### src/rtl/comb_gate_bist_pkg.sv
// -----------------------------------------------------------------------------
// comb_gate_bist_pkg
// Shared types and helpers for the combinational-gate BIST sequencer.
//   state_t       : sequencer states (IDLE, RUN, DONE)
//   nvec(n)       : number of input vectors for an n-input cell (2**n)
//   count_width(n): width of a failure counter that can hold 2**n
//   AOI21_GOLDEN  : truth table of out = ~((in0&in1)|in2), bit v = vector v
// -----------------------------------------------------------------------------
package comb_gate_bist_pkg;

    typedef enum logic [1:0] {
        IDLE = 2'd0,
        RUN  = 2'd1,
        DONE = 2'd2
    } state_t;

    function automatic int nvec(input int n);
        return 1 << n;
    endfunction

    // One bit wider than the vector index so a run where every vector
    // fails does not wrap the counter.
    function automatic int count_width(input int n);
        return n + 1;
    endfunction

    localparam logic [7:0] AOI21_GOLDEN = 8'h07;

endpackage

### src/rtl/comb_gate_bist_score.sv
// -----------------------------------------------------------------------------
// comb_gate_bist_score
// Result accumulator for the BIST sequencer.
// Ports:
//   clk, reset_n   : clock, asynchronous active-low reset
//   clear          : wipe all results (start of a new run)
//   sample_en      : the current vector is being judged this edge
//   last           : the judged vector is the final one of the run
//   vec            : index of the judged vector
//   mismatch       : cell output differed from the golden value
//   pass           : run finished with zero failures (set with the last sample)
//   fail_count     : number of failing vectors
//   fail_map       : bit v set iff vector v failed
//   first_fail_vec : lowest failing vector index, 0 if none
// -----------------------------------------------------------------------------
module comb_gate_bist_score
    import comb_gate_bist_pkg::*;
#(
    parameter  int NINPUTS = 3,
    localparam int NVEC    = nvec(NINPUTS),
    localparam int CW      = count_width(NINPUTS)
) (
    input  logic               clk,
    input  logic               reset_n,
    input  logic               clear,
    input  logic               sample_en,
    input  logic               last,
    input  logic [NINPUTS-1:0] vec,
    input  logic               mismatch,
    output logic               pass,
    output logic [CW-1:0]      fail_count,
    output logic [NVEC-1:0]    fail_map,
    output logic [NINPUTS-1:0] first_fail_vec
);

    logic [CW-1:0] count_next;

    // Count including the vector being judged this edge, so pass can be
    // registered on the same edge that enters DONE.
    always_comb begin
        // NOTE: default assigned first so no path leaves count_next unassigned
        // and no latch is inferred.
        count_next = fail_count;
        if (sample_en && mismatch) begin
            count_next = fail_count + CW'(1);
        end
    end

    // NOTE: sequential state uses non-blocking assignments so every register
    // sees the pre-edge values of the others, independent of statement order.
    always_ff @(posedge clk or negedge reset_n) begin
        if (!reset_n) begin
            pass           <= 1'b0;
            fail_count     <= '0;
            fail_map       <= '0;
            first_fail_vec <= '0;
        end else if (clear) begin
            pass           <= 1'b0;
            fail_count     <= '0;
            fail_map       <= '0;
            first_fail_vec <= '0;
        end else if (sample_en) begin
            fail_count <= count_next;
            if (mismatch) begin
                fail_map[vec] <= 1'b1;
                // Vectors are walked in ascending order, so the first
                // failure seen is also the lowest-index one.
                if (fail_count == '0) begin
                    first_fail_vec <= vec;
                end
            end
            if (last) begin
                pass <= (count_next == '0);
            end
        end
    end

endmodule

### src/rtl/comb_gate_bist_ctrl.sv
// -----------------------------------------------------------------------------
// comb_gate_bist_ctrl
// BIST sequencer for a small combinational cell: walks every input vector,
// holds each for SETTLE cycles, samples the cell on the last settle cycle
// and scores it against a golden truth table latched at start.
// Ports:
//   clk, reset_n   : clock, asynchronous active-low reset
//   start          : run request, honoured only in IDLE
//   golden         : expected cell output per vector, latched on start
//   dut_in         : vector driven to the cell (0 outside a run)
//   dut_out        : cell output
//   busy           : run in progress
//   done           : one-cycle pulse at end of run
//   pass, fail_count, fail_map, first_fail_vec : results of the last run
// -----------------------------------------------------------------------------
module comb_gate_bist_ctrl
    import comb_gate_bist_pkg::*;
#(
    parameter  int NINPUTS = 3,
    parameter  int SETTLE  = 2,
    localparam int NVEC    = nvec(NINPUTS),
    localparam int CW      = count_width(NINPUTS)
) (
    input  logic               clk,
    input  logic               reset_n,
    input  logic               start,
    input  logic [NVEC-1:0]    golden,
    output logic [NINPUTS-1:0] dut_in,
    input  logic               dut_out,
    output logic               busy,
    output logic               done,
    output logic               pass,
    output logic [CW-1:0]      fail_count,
    output logic [NVEC-1:0]    fail_map,
    output logic [NINPUTS-1:0] first_fail_vec
);

    localparam int CNTW = (SETTLE > 1) ? $clog2(SETTLE) : 1;

    state_t             state, state_next;
    logic [NINPUTS-1:0] vec;
    logic [CNTW-1:0]    cnt;
    logic [NVEC-1:0]    gold_q;

    logic accept;
    logic sample;
    logic last_vec;
    logic mismatch;

    assign accept   = (state == IDLE) && start;
    assign sample   = (state == RUN) && (cnt == CNTW'(SETTLE - 1));
    assign last_vec = (vec == NINPUTS'(NVEC - 1));
    // Case inequality so an X or Z from the cell is scored as a failure.
    assign mismatch = (dut_out !== gold_q[vec]);

    // Outputs are decoded from registers only, so they move only at edges.
    assign busy   = (state == RUN);
    assign done   = (state == DONE);
    assign dut_in = (state == RUN) ? vec : '0;

    always_ff @(posedge clk or negedge reset_n) begin
        if (!reset_n) begin
            state <= IDLE;
        end else begin
            state <= state_next;
        end
    end

    always_comb begin
        state_next = state;
        unique case (state)
            IDLE:    if (start) state_next = RUN;
            RUN:     if (sample && last_vec) state_next = DONE;
            DONE:    state_next = IDLE;
            default: state_next = IDLE;
        endcase
    end

    always_ff @(posedge clk or negedge reset_n) begin
        if (!reset_n) begin
            vec    <= '0;
            cnt    <= '0;
            // NOTE: gold_q is reset even though it is reloaded on every
            // start; it is a few flops, and a known value keeps mismatch
            // free of X before the first run.
            gold_q <= '0;
        end else if (accept) begin
            gold_q <= golden;
            vec    <= '0;
            cnt    <= '0;
        end else if (state == RUN) begin
            if (sample) begin
                cnt <= '0;
                // vec parks on the last vector rather than wrapping.
                if (!last_vec) begin
                    vec <= vec + NINPUTS'(1);
                end
            end else begin
                cnt <= cnt + CNTW'(1);
            end
        end
    end

    comb_gate_bist_score #(
        .NINPUTS (NINPUTS)
    ) u_score (
        .clk            (clk),
        .reset_n        (reset_n),
        .clear          (accept),
        .sample_en      (sample),
        .last           (last_vec),
        .vec            (vec),
        .mismatch       (mismatch),
        .pass           (pass),
        .fail_count     (fail_count),
        .fail_map       (fail_map),
        .first_fail_vec (first_fail_vec)
    );

endmodule

### config.mk
export PLATFORM = sky130hd
export DESIGN_NAME = comb_gate_bist_ctrl
export DESIGN_NICKNAME = d
export VERILOG_FILES = /design/src/rtl/comb_gate_bist_pkg.sv /design/src/rtl/comb_gate_bist_score.sv /design/src/rtl/comb_gate_bist_ctrl.sv
export SDC_FILE = /design/constraint.sdc
export NUM_CORES = 1
export LEC_CHECK = 0
export CORE_ASPECT_RATIO = 1.4
export CORE_UTILIZATION = 35
export CTS_CLUSTER_SIZE = 40
export DETAILED_ROUTE_END_ITERATION = 7
export GPL_ROUTABILITY_DRIVEN = 1
export GPL_TIMING_DRIVEN = 0
export MAX_ROUTING_LAYER = met4
export PLACE_DENSITY = 0.57
export SETUP_SLACK_MARGIN = 0.4
export SLEW_MARGIN = 15
export SYNTH_ARGS = -nofsm -noshare
export SYNTH_HDL_FRONTEND = slang
export SYNTH_SLANG_ARGS = --single-unit
### constraint.sdc
create_clock -name clk -period 2.3 [get_ports clk]
set_input_delay 0.46 -clock clk [delete_from_list [all_inputs] [get_ports clk]]
set_output_delay 0.46 -clock clk [all_outputs]
set_load 0.1 [all_outputs]
Word level (Yosys, flattened, before mapping)
Cells that the tools add are included.
{"block": "totals", "elab_cells": 67, "register_bits": 30, "out_inout_bits": 21}
{"block": "classes", "muxes": 28, "n_eq_ne": 7, "n_reduce_logical": 18, "n_addsub": 3, "bitwise": 1, "magnitude_cmp": 2}
{"operator": "$mux 3", "count": 9}
{"operator": "$mux 8", "count": 3}
{"operator": "$mux 4", "count": 3}
{"operator": "$reduce_bool 2->1", "count": 5}
{"operator": "$logic_not 4->1", "count": 2}
{"operator": "$mux 1", "count": 8}
{"operator": "$or 8x8->8", "count": 1}
{"operator": "$reduce_and 2->1", "count": 3}
{"operator": "$reduce_and 3->1", "count": 2}
{"operator": "$logic_and 1x1->1", "count": 5}
{"operator": "$add 4x1->4 const B", "count": 1}
{"operator": "$lt 3x4->1 const B", "count": 1}
{"operator": "$mux 2", "count": 2}
{"operator": "$ne 2x2->1 const B", "count": 2}
{"operator": "$pmux 2 s2", "count": 1}
{"operator": "$add 3x1->3 const B", "count": 1}
{"operator": "$bmux 1 s3", "count": 1}
{"operator": "$demux 1 s3", "count": 1}
{"operator": "$eq 3x3->1 const B", "count": 1}
{"operator": "$ge 3x1->1 const B", "count": 1}
{"operator": "$eq 2x1->1 const B", "count": 1}
{"operator": "$eq 2x2->1 const B", "count": 1}
{"operator": "$logic_not 2->1", "count": 1}
{"operator": "$ne 2x1->1 const B", "count": 1}
{"operator": "other kinds (2)", "count": 2}

Depth between registers and ports, before layout
Gate-level depths: netlist of the first run.
{"block": "depth", "word_depth": 9, "ltp_mapped": 7, "mapped_depth_nobuf": 6}

By module
From an unflattened synthesis of the first run, not the netlist that was laid out.
{"block": "unflattened", "cells_unflattened": 141, "area_unflattened_um2": 1405.1}
{"mod": "comb_gate_bist_score", "seq_area_each_um2": 400.4, "cells_each": 69, "instances": 1, "area_per_inst_um2": 715.7}
{"mod": "comb_gate_bist_ctrl", "seq_area_each_um2": 350.3, "cells_each": 72, "instances": 1, "area_per_inst_um2": 689.4}

Least setup slack after synthesis of the first run
No wires, ideal clock.
{"block": "synth_path", "path_type": "reg2out", "start": "register state[1]", "end": "output port dut_in[1]", "stages_incl_launch_ff": 3, "arrival_time_ps": 2802, "slack_ps": -962, "n_path_buf": 0, "cell_sequence": "dfrtp_1 nor2b_1 and2_1"}
{"block": "synth_via", "elab_chain_cells": 2}
{"item": "start: declaration", "line": "comb_gate_bist_ctrl.sv:40", "source": "state_t state, state_next;"}
{"item": "start signal: assignment", "line": "comb_gate_bist_ctrl.sv:65", "source": "state <= state_next;"}
{"item": "$eq 2x1->1"}
{"item": "named net busy", "line": "comb_gate_bist_ctrl.sv:30", "source": "output logic busy,"}
{"item": "$mux 3", "line": "comb_gate_bist_ctrl.sv:59", "source": "assign dut_in = (state == RUN) ? vec : '0;"}
{"item": "end: declaration", "line": "comb_gate_bist_ctrl.sv:28", "source": "output logic [NINPUTS-1:0] dut_in,"}
The timed path passes the listed nets, and every way through them passes these cells.

Worst setup path in the final report of the first run
{"block": "layout_path", "start": "register vec[0]", "end": "register u_score.first_fail_vec[2]"}
{"block": "layout_via", "elab_chain_cells": 5}
{"item": "start: declaration", "line": "comb_gate_bist_ctrl.sv:41", "source": "logic [NINPUTS-1:0] vec;"}
{"item": "start signal: assignment", "line": "comb_gate_bist_ctrl.sv:96", "source": "vec <= vec + NINPUTS'(1);"}
{"item": "$bmux 1 s3", "line": "comb_gate_bist_ctrl.sv:54", "source": "assign mismatch = (dut_out !== gold_q[vec]);"}
{"item": "$mux 1 (implied by the code)", "line": "comb_gate_bist_ctrl.sv:54"}
{"item": "$nex 1x1->1", "line": "comb_gate_bist_ctrl.sv:54"}
{"item": "$reduce_bool 2->1 (no source line)"}
{"item": "$reduce_and 3->1 (no source line)"}
{"item": "end signal: assignment", "line": "comb_gate_bist_score.sv:69", "source": "first_fail_vec <= vec;"}
{"item": "end: declaration", "line": "comb_gate_bist_score.sv:33", "source": "output logic [NINPUTS-1:0] first_fail_vec"}
No other way between the ends. The select of a mux whose other input is x is not followed.
A chain may end at the register's enable or synchronous reset.

==> results of run 1 <==
## sequential cells by signal, indices dropped and copies added, names as in the netlist
signal                  count
state                       2
u_score.fail_count          4
u_score.fail_map            8
gold_q                      8
u_score.first_fail_vec      3
vec                         3
cnt                         1
u_score.pass                1
## area by class of cell
| type | count | area [um^2] |
|---|---|---|
| fillers | 351 | 1820 |
| inverters | 4 | 15.0 |
| plain buffers | 6 | 35.0 |
| clock inverters | 2 | 60.1 |
| well taps | 43 | 53.8 |
| repair buffers | 40 | 399 |
| flip-flops and latches | 30 | 753 |
| clock buffers | 6 | 82.6 |
| multi-input cells | 83 | 701 |
## repair_timing
| action | CTS | global route |
|---|---|---|
| pin swaps | 5 | 4 |
| setup endpoints to repair | 43 | 20 |
| buffers inserted | 6 | 2 |
| gates resized for setup | 86 | 9 |
## per-layer routing
layer	GRT usage	up-vias	share of wire
met3	0.0433	6	0.034
met1	0.162	552	0.42
li1	-	517	-
met5	-	-	0
met2	0.268	22	0.53
met4	0.0805	0	0.021
## placed cells by master (no fill, tap or decap), types with 2 or more instances in the layout
master,netlist,layout
a21oi_1,7,2
a21oi_2,0,5
a31oi_1,2,2
and2_2,2,2
and2_4,0,2
buf_2,0,3
buf_4,0,6
buf_6,1,6
bufinv_16,0,2
clkbuf_2,0,3
clkbuf_8,0,6
clkdlybuf4s15_2,0,16
clkdlybuf4s50_1,0,10
dfrtp_1,30,28
dfrtp_2,0,2
ha_1,4,4
inv_1,4,4
mux2_2,9,9
mux2i_1,11,11
nand2_1,3,3
nor2_1,19,19
nor2b_1,5,3
xnor2_1,3,3
## path summary, 6_finish.rpt
path | end | cells after the start | slack, ns | from
max in group asynchronous | u_score.fail_count[1]$_DFFE_PN0N_ | 1 | 1.62 | reset_n
worst max register to register | u_score.first_fail_vec[2]$_DFFE_PN0P_ | 9 | 0.11 | vec[0]$_DFFE_PN0P_
worst min-delay path | u_score.fail_map[1]$_DFFE_PN0P_ | 1 | 0.21 | reset_n
worst min register to register | u_score.fail_map[1]$_DFFE_PN0P_ | 2 | 0.50 | u_score.fail_map[1]$_DFFE_PN0P_
min in group clk | u_score.fail_map[1]$_DFFE_PN0P_ | 2 | 0.50 | u_score.fail_map[1]$_DFFE_PN0P_
worst max-delay path | u_score.first_fail_vec[2]$_DFFE_PN0P_ | 9 | 0.11 | vec[0]$_DFFE_PN0P_
## logic make-up (layout without fill, tap and decap cells)
family | Yosys count | count (layout)
compound gates | 15 | 15
fa+ha+maj | 4 | 4
flops | 30 | 30
buf+inv | 10 | 58
xor+xnor | 3 | 3
simple gates | 39 | 39
mux | 22 | 22
## per-stage QoR
step | hold WS, ns | setup WS [ns]
CTS | 0.226 | 0.0617
global placement | 0.487 | -0.349
floorplan | 0.164 | 0.183
detailed placement | 0.486 | -0.378
finish | 0.211 | 0.108
global route | 0.246 | 0.0184
## critical path: cells and delay by family (launching register included)
family | cells | cell delay, ns
flip-flops | 1 | 0.39
multiplexers | 4 | 1.13
AND/OR/NAND/NOR | 2 | 0.14
buffers and inverters | 3 | 0.43
==> impl_metrics.toml, run 1 <==
[outcome]
outcome = "finished clean"

[cells_and_area]
syn2layout_area_growth_pct = 45.9
instances_no_fill = 214
post_route_cells_drive_above_1_share = 0.421
num-nets-final = 186
design_area_um2 = 2100
final_util = 0.536
n_antenna_cell = 0

[die]
die_w_um = 56.2
start_util = 0.367
die_h_um = 77.9
rows = 27
dieArea_um2 = 4380
io_pins = 33
coreArea_um2 = 3920

[routing]
wl_per_cell_um = 14.4
drcViolationCount = 0
num_vias = 1097
viasPerCell = 5.13
initialDrtViolationCount = 19
dr.pass1.iters = 4
ant_nets = 0
drt_wl_total_um = 3070

[sta]
setup_tns_ns = 0
slew_violations = 0
tightest_slew_ns = 0.670
fmax_mhz = 456
slew_headroom = 0.554
clock-skew-final_ns = 0.00768
hold_viol = 0
fin_crit_sh = 0.953
rsz0062_at_grt = "true"
min_period_ns = 2.19
setup_violations = 0

[worst_setup_path]
arrival_ns = 2.36
cp-end-kind = "register"
slowest_delay_ns = 0.52
crit_slowest_cell = "mux4_2"
startpoint_type = "register"
required_ns = 2.47
path_class = "register to register"
cp_max_fo = 7
worstPathCellList = "buf_6, mux2i_1, mux4_2, mux2i_4, buf_4, buf_6, nand3_4, mux2i_1, nor2_1"

[placement]
place_inst = 198
dp_hpwl_um = 2090
post_dp_cell_area_um2 = 1830
gp_congestion = 0.740
port_buffers = 32

[synth]
ys.warnings.count = 0
yosysUniqueCellTypes = 31
synthArstFlopShare = 1.00
synth_top_family_by_area = "multiplexers"
yosys.area_share.simple = 0.147
synth_top_area_share = 0.522
synthesis.area_um2 = 1440
synth_nets = 139
ys.flop_type = "dfrtp_1"
synth_common_cells = "dfrtp_1 (30), nor2_1 (19), mux2i_1 (11), mux2_2 (9), a21oi_1 (7)"
syn_inst = 123
ys_seq_area_frac = 0.522
ys_seq_elements = 30
synthTopCellsByArea = "dfrtp_1 (52%), mux2i_1 (7.7%), mux2_2 (7.0%)"
synth_compound_area_frac = 0.0687
synth_top_area_cell = "dfrtp_1"
synth_edf_count = 0
yosys.area_share.adder = 0.0348
synth-xor-area-share = 0.0183
synthMostInstantiatedCell = "dfrtp_1"
synthMuxAreaShare = 0.178
synth_area_per_cell_um2 = 11.7

[clock_network]
cts_sinks = 30
htreeDepth = 2
tritoncts = "done"
cts_hold_buf = 0
clkTransAtPathRegs_ns = 0.07
numCtsBuffers = 5
clk_latency_ns = 0.28
clockBufferDepth = 2
cts-root-buf = "clkbuf_8"

[grt]
grt_max_degree = 31
groute.usage.overall = 0.156
grt_pass1_vias = 1170
grt_pass1_wl_um = 5090
grt-ovfl-total = 0
antenna_found_initial = 0

[job]
max-cap-violations = 0

[hold_path]
hold_path_class = "input port to asynchronous set/reset pin"
Power of run 1 is left out: the tool's default activity adds up to more than one toggle a clock period on the data nets, which glitch-free logic cannot reach.
==> inputs of run 2 (changes only) <==
--- a/config.mk
+++ b/config.mk
@@ -6,13 +6,13 @@
 export NUM_CORES = 1
 export LEC_CHECK = 0
 export CORE_ASPECT_RATIO = 1.4
-export CORE_UTILIZATION = 35
+export CORE_UTILIZATION = 44
 export CTS_CLUSTER_SIZE = 40
 export DETAILED_ROUTE_END_ITERATION = 7
 export GPL_ROUTABILITY_DRIVEN = 1
 export GPL_TIMING_DRIVEN = 0
 export MAX_ROUTING_LAYER = met4
-export PLACE_DENSITY = 0.57
+export PLACE_DENSITY = 0.7
 export SETUP_SLACK_MARGIN = 0.4
 export SLEW_MARGIN = 15
 export SYNTH_ARGS = -nofsm -noshare
==> run 2 against run 1 <==
  * Setup slack gained 0.077 ns
  * Die area shrank 20%
  * Non-clock buffer count shrank 2
  * Clock skew shrank 0.0042 ns
  * Highest routed layer unchanged
  * Routed wire length shrank 5.4%
  * Critical path depth shrank 1
  * Core utilization grew 10 points
  * Clock-buffer cell count grew 1
  * Register-to-register slack gained 0.08 ns
  * Sequential cell count is the same
==> impl_metrics.toml, run 2 (synthesized netlist as in run 1, its figures left out) <==
[sta]
fin_crit_sh = 0.920
setup_tns_ns = 0
rsz0062_at_grt = "true"
hold_viol = 0
slew_headroom = 0.560
min_period_ns = 2.12
tightest_slew_ns = 0.660
slew_violations = 0
fmax_mhz = 473
clock-skew-final_ns = 0.00345
setup_violations = 0

[worst_setup_path]
arrival_ns = 2.27
cp-end-kind = "register"
cp_max_fo = 6
required_ns = 2.46
path_class = "register to register"
startpoint_type = "register"

[routing]
num_vias = 1072
ant_nets = 0
wl_per_cell_um = 14.0
dr.pass1.iters = 4
initialDrtViolationCount = 29
drt_wl_total_um = 2910
drcViolationCount = 0
viasPerCell = 5.15

[grt]
groute.usage.overall = 0.200
grt-ovfl-total = 0
antenna_found_initial = 0
grt_pass1_wl_um = 5040
grt_max_degree = 31
grt_pass1_vias = 1094

[cells_and_area]
top_regs = "gold_q: 8 flops, u_score.fail_map: 8 flops, u_score.fail_count: 4 flops"
post_route_cells_drive_above_1_share = 0.373
final_common_cell = "dfrtp_1"
layout_common_cells = "dfrtp_1 (28), nor2_1 (19), clkdlybuf4s15_2 (15)"
num-nets-final = 184
design_area_um2 = 1990
n_antenna_cell = 0
instances_no_fill = 208
syn2layout_area_growth_pct = 38.3
final_util = 0.637

[job]
max-cap-violations = 0

[die]
io_pins = 33
die_w_um = 50.3
coreArea_um2 = 3120
die_h_um = 69.7
dieArea_um2 = 3510
start_util = 0.461
rows = 24

[placement]
post_dp_cell_area_um2 = 1830
dp_hpwl_um = 1990
port_buffers = 32
place_inst = 194
gp_congestion = 0.743

[outcome]
outcome = "finished clean"

[clock_network]
cts-root-buf = "clkbuf_8"
tritoncts = "done"
cts_sinks = 30
clockBufferDepth = 2
clkTransAtPathRegs_ns = 0.06
numCtsBuffers = 5
htreeDepth = 2
clk_latency_ns = 0.28

[hold_path]
hold_path_class = "input port to asynchronous set/reset pin"
[run 2: cell type report]
cell class,instances,area (um^2)
plain buffers,6,37.5
clock buffers,7,86.3
clock inverters,1,5.00
fillers,264,1130
inverters,4,15.0
multi-input cells,83,669
flip-flops and latches,30,753
well taps,39,48.8
repair buffers,38,374
[run 2: what timing repair did]
item | CTS | global route
pin swaps | 3 | 0
buffers inserted | 6 | 0
resized for setup | 78 | 10
endpoints found under the setup margin | 42 | 21
hold buffers | 0 | 0
[run 2: per-stage QoR]
stage               setup WS [ns]  hold WS (ns)
floorplan                   0.183         0.164
global placement           -0.321         0.484
detailed placement         -0.316         0.491
CTS                         0.169         0.228
global route               0.0941         0.274
finish                      0.185         0.214
[run 2: critical path, stage by stage, from the launching register on]
cell     delay, ns
dfrtp_1       0.38
buf_6         0.14
mux2i_1       0.11
mux4_2        0.51
mux2i_4       0.31
buf_6         0.14
mux2i_1       0.17
o31a_1        0.16
o31ai_1       0.06
[run 2: layer usage]
layer  routed length [um]  GRT usage  share of wire
met1                 1220      0.230           0.42
met5                    0          -              0
met4                   52     0.0648          0.018
met2                 1520      0.326           0.52
met3                  113     0.0658          0.039
[run 2: worst paths after layout]
check | start | end | cells past startpoint | slack [ns]
max in group asynchronous | reset_n | u_score.fail_count[0]$_DFFE_PN0N_ | 1 | 1.62
hold / removal | reset_n | state[1]$_DFFE_PN0P_ | 1 | 0.21
setup / recovery | vec[0]$_DFFE_PN0P_ | u_score.pass$_DFFE_PN0P_ | 8 | 0.18
hold reg to reg | u_score.fail_map[4]$_DFFE_PN0P_ | u_score.fail_map[4]$_DFFE_PN0P_ | 2 | 0.50
min in group clk | u_score.fail_map[4]$_DFFE_PN0P_ | u_score.fail_map[4]$_DFFE_PN0P_ | 2 | 0.50
setup reg to reg | vec[0]$_DFFE_PN0P_ | u_score.pass$_DFFE_PN0P_ | 8 | 0.18
Power of run 2 is left out for the same reason.
==> inputs of run 3 (changes only) <==
--- a/config.mk
+++ b/config.mk
@@ -7,13 +7,14 @@
 export LEC_CHECK = 0
 export CORE_ASPECT_RATIO = 1.4
 export CORE_UTILIZATION = 44
-export CTS_CLUSTER_SIZE = 40
+export CTS_CLUSTER_SIZE = 10
 export DETAILED_ROUTE_END_ITERATION = 7
 export GPL_ROUTABILITY_DRIVEN = 1
 export GPL_TIMING_DRIVEN = 0
 export MAX_ROUTING_LAYER = met4
 export PLACE_DENSITY = 0.7
 export SETUP_SLACK_MARGIN = 0.4
+export SKIP_LAST_GASP = 1
 export SLEW_MARGIN = 15
 export SYNTH_ARGS = -nofsm -noshare
 export SYNTH_HDL_FRONTEND = slang
==> results of run 3 <==
Same layout as run 2: the final DEF is identical, and so are final timing and power.
Power of run 3 is left out for the same reason.
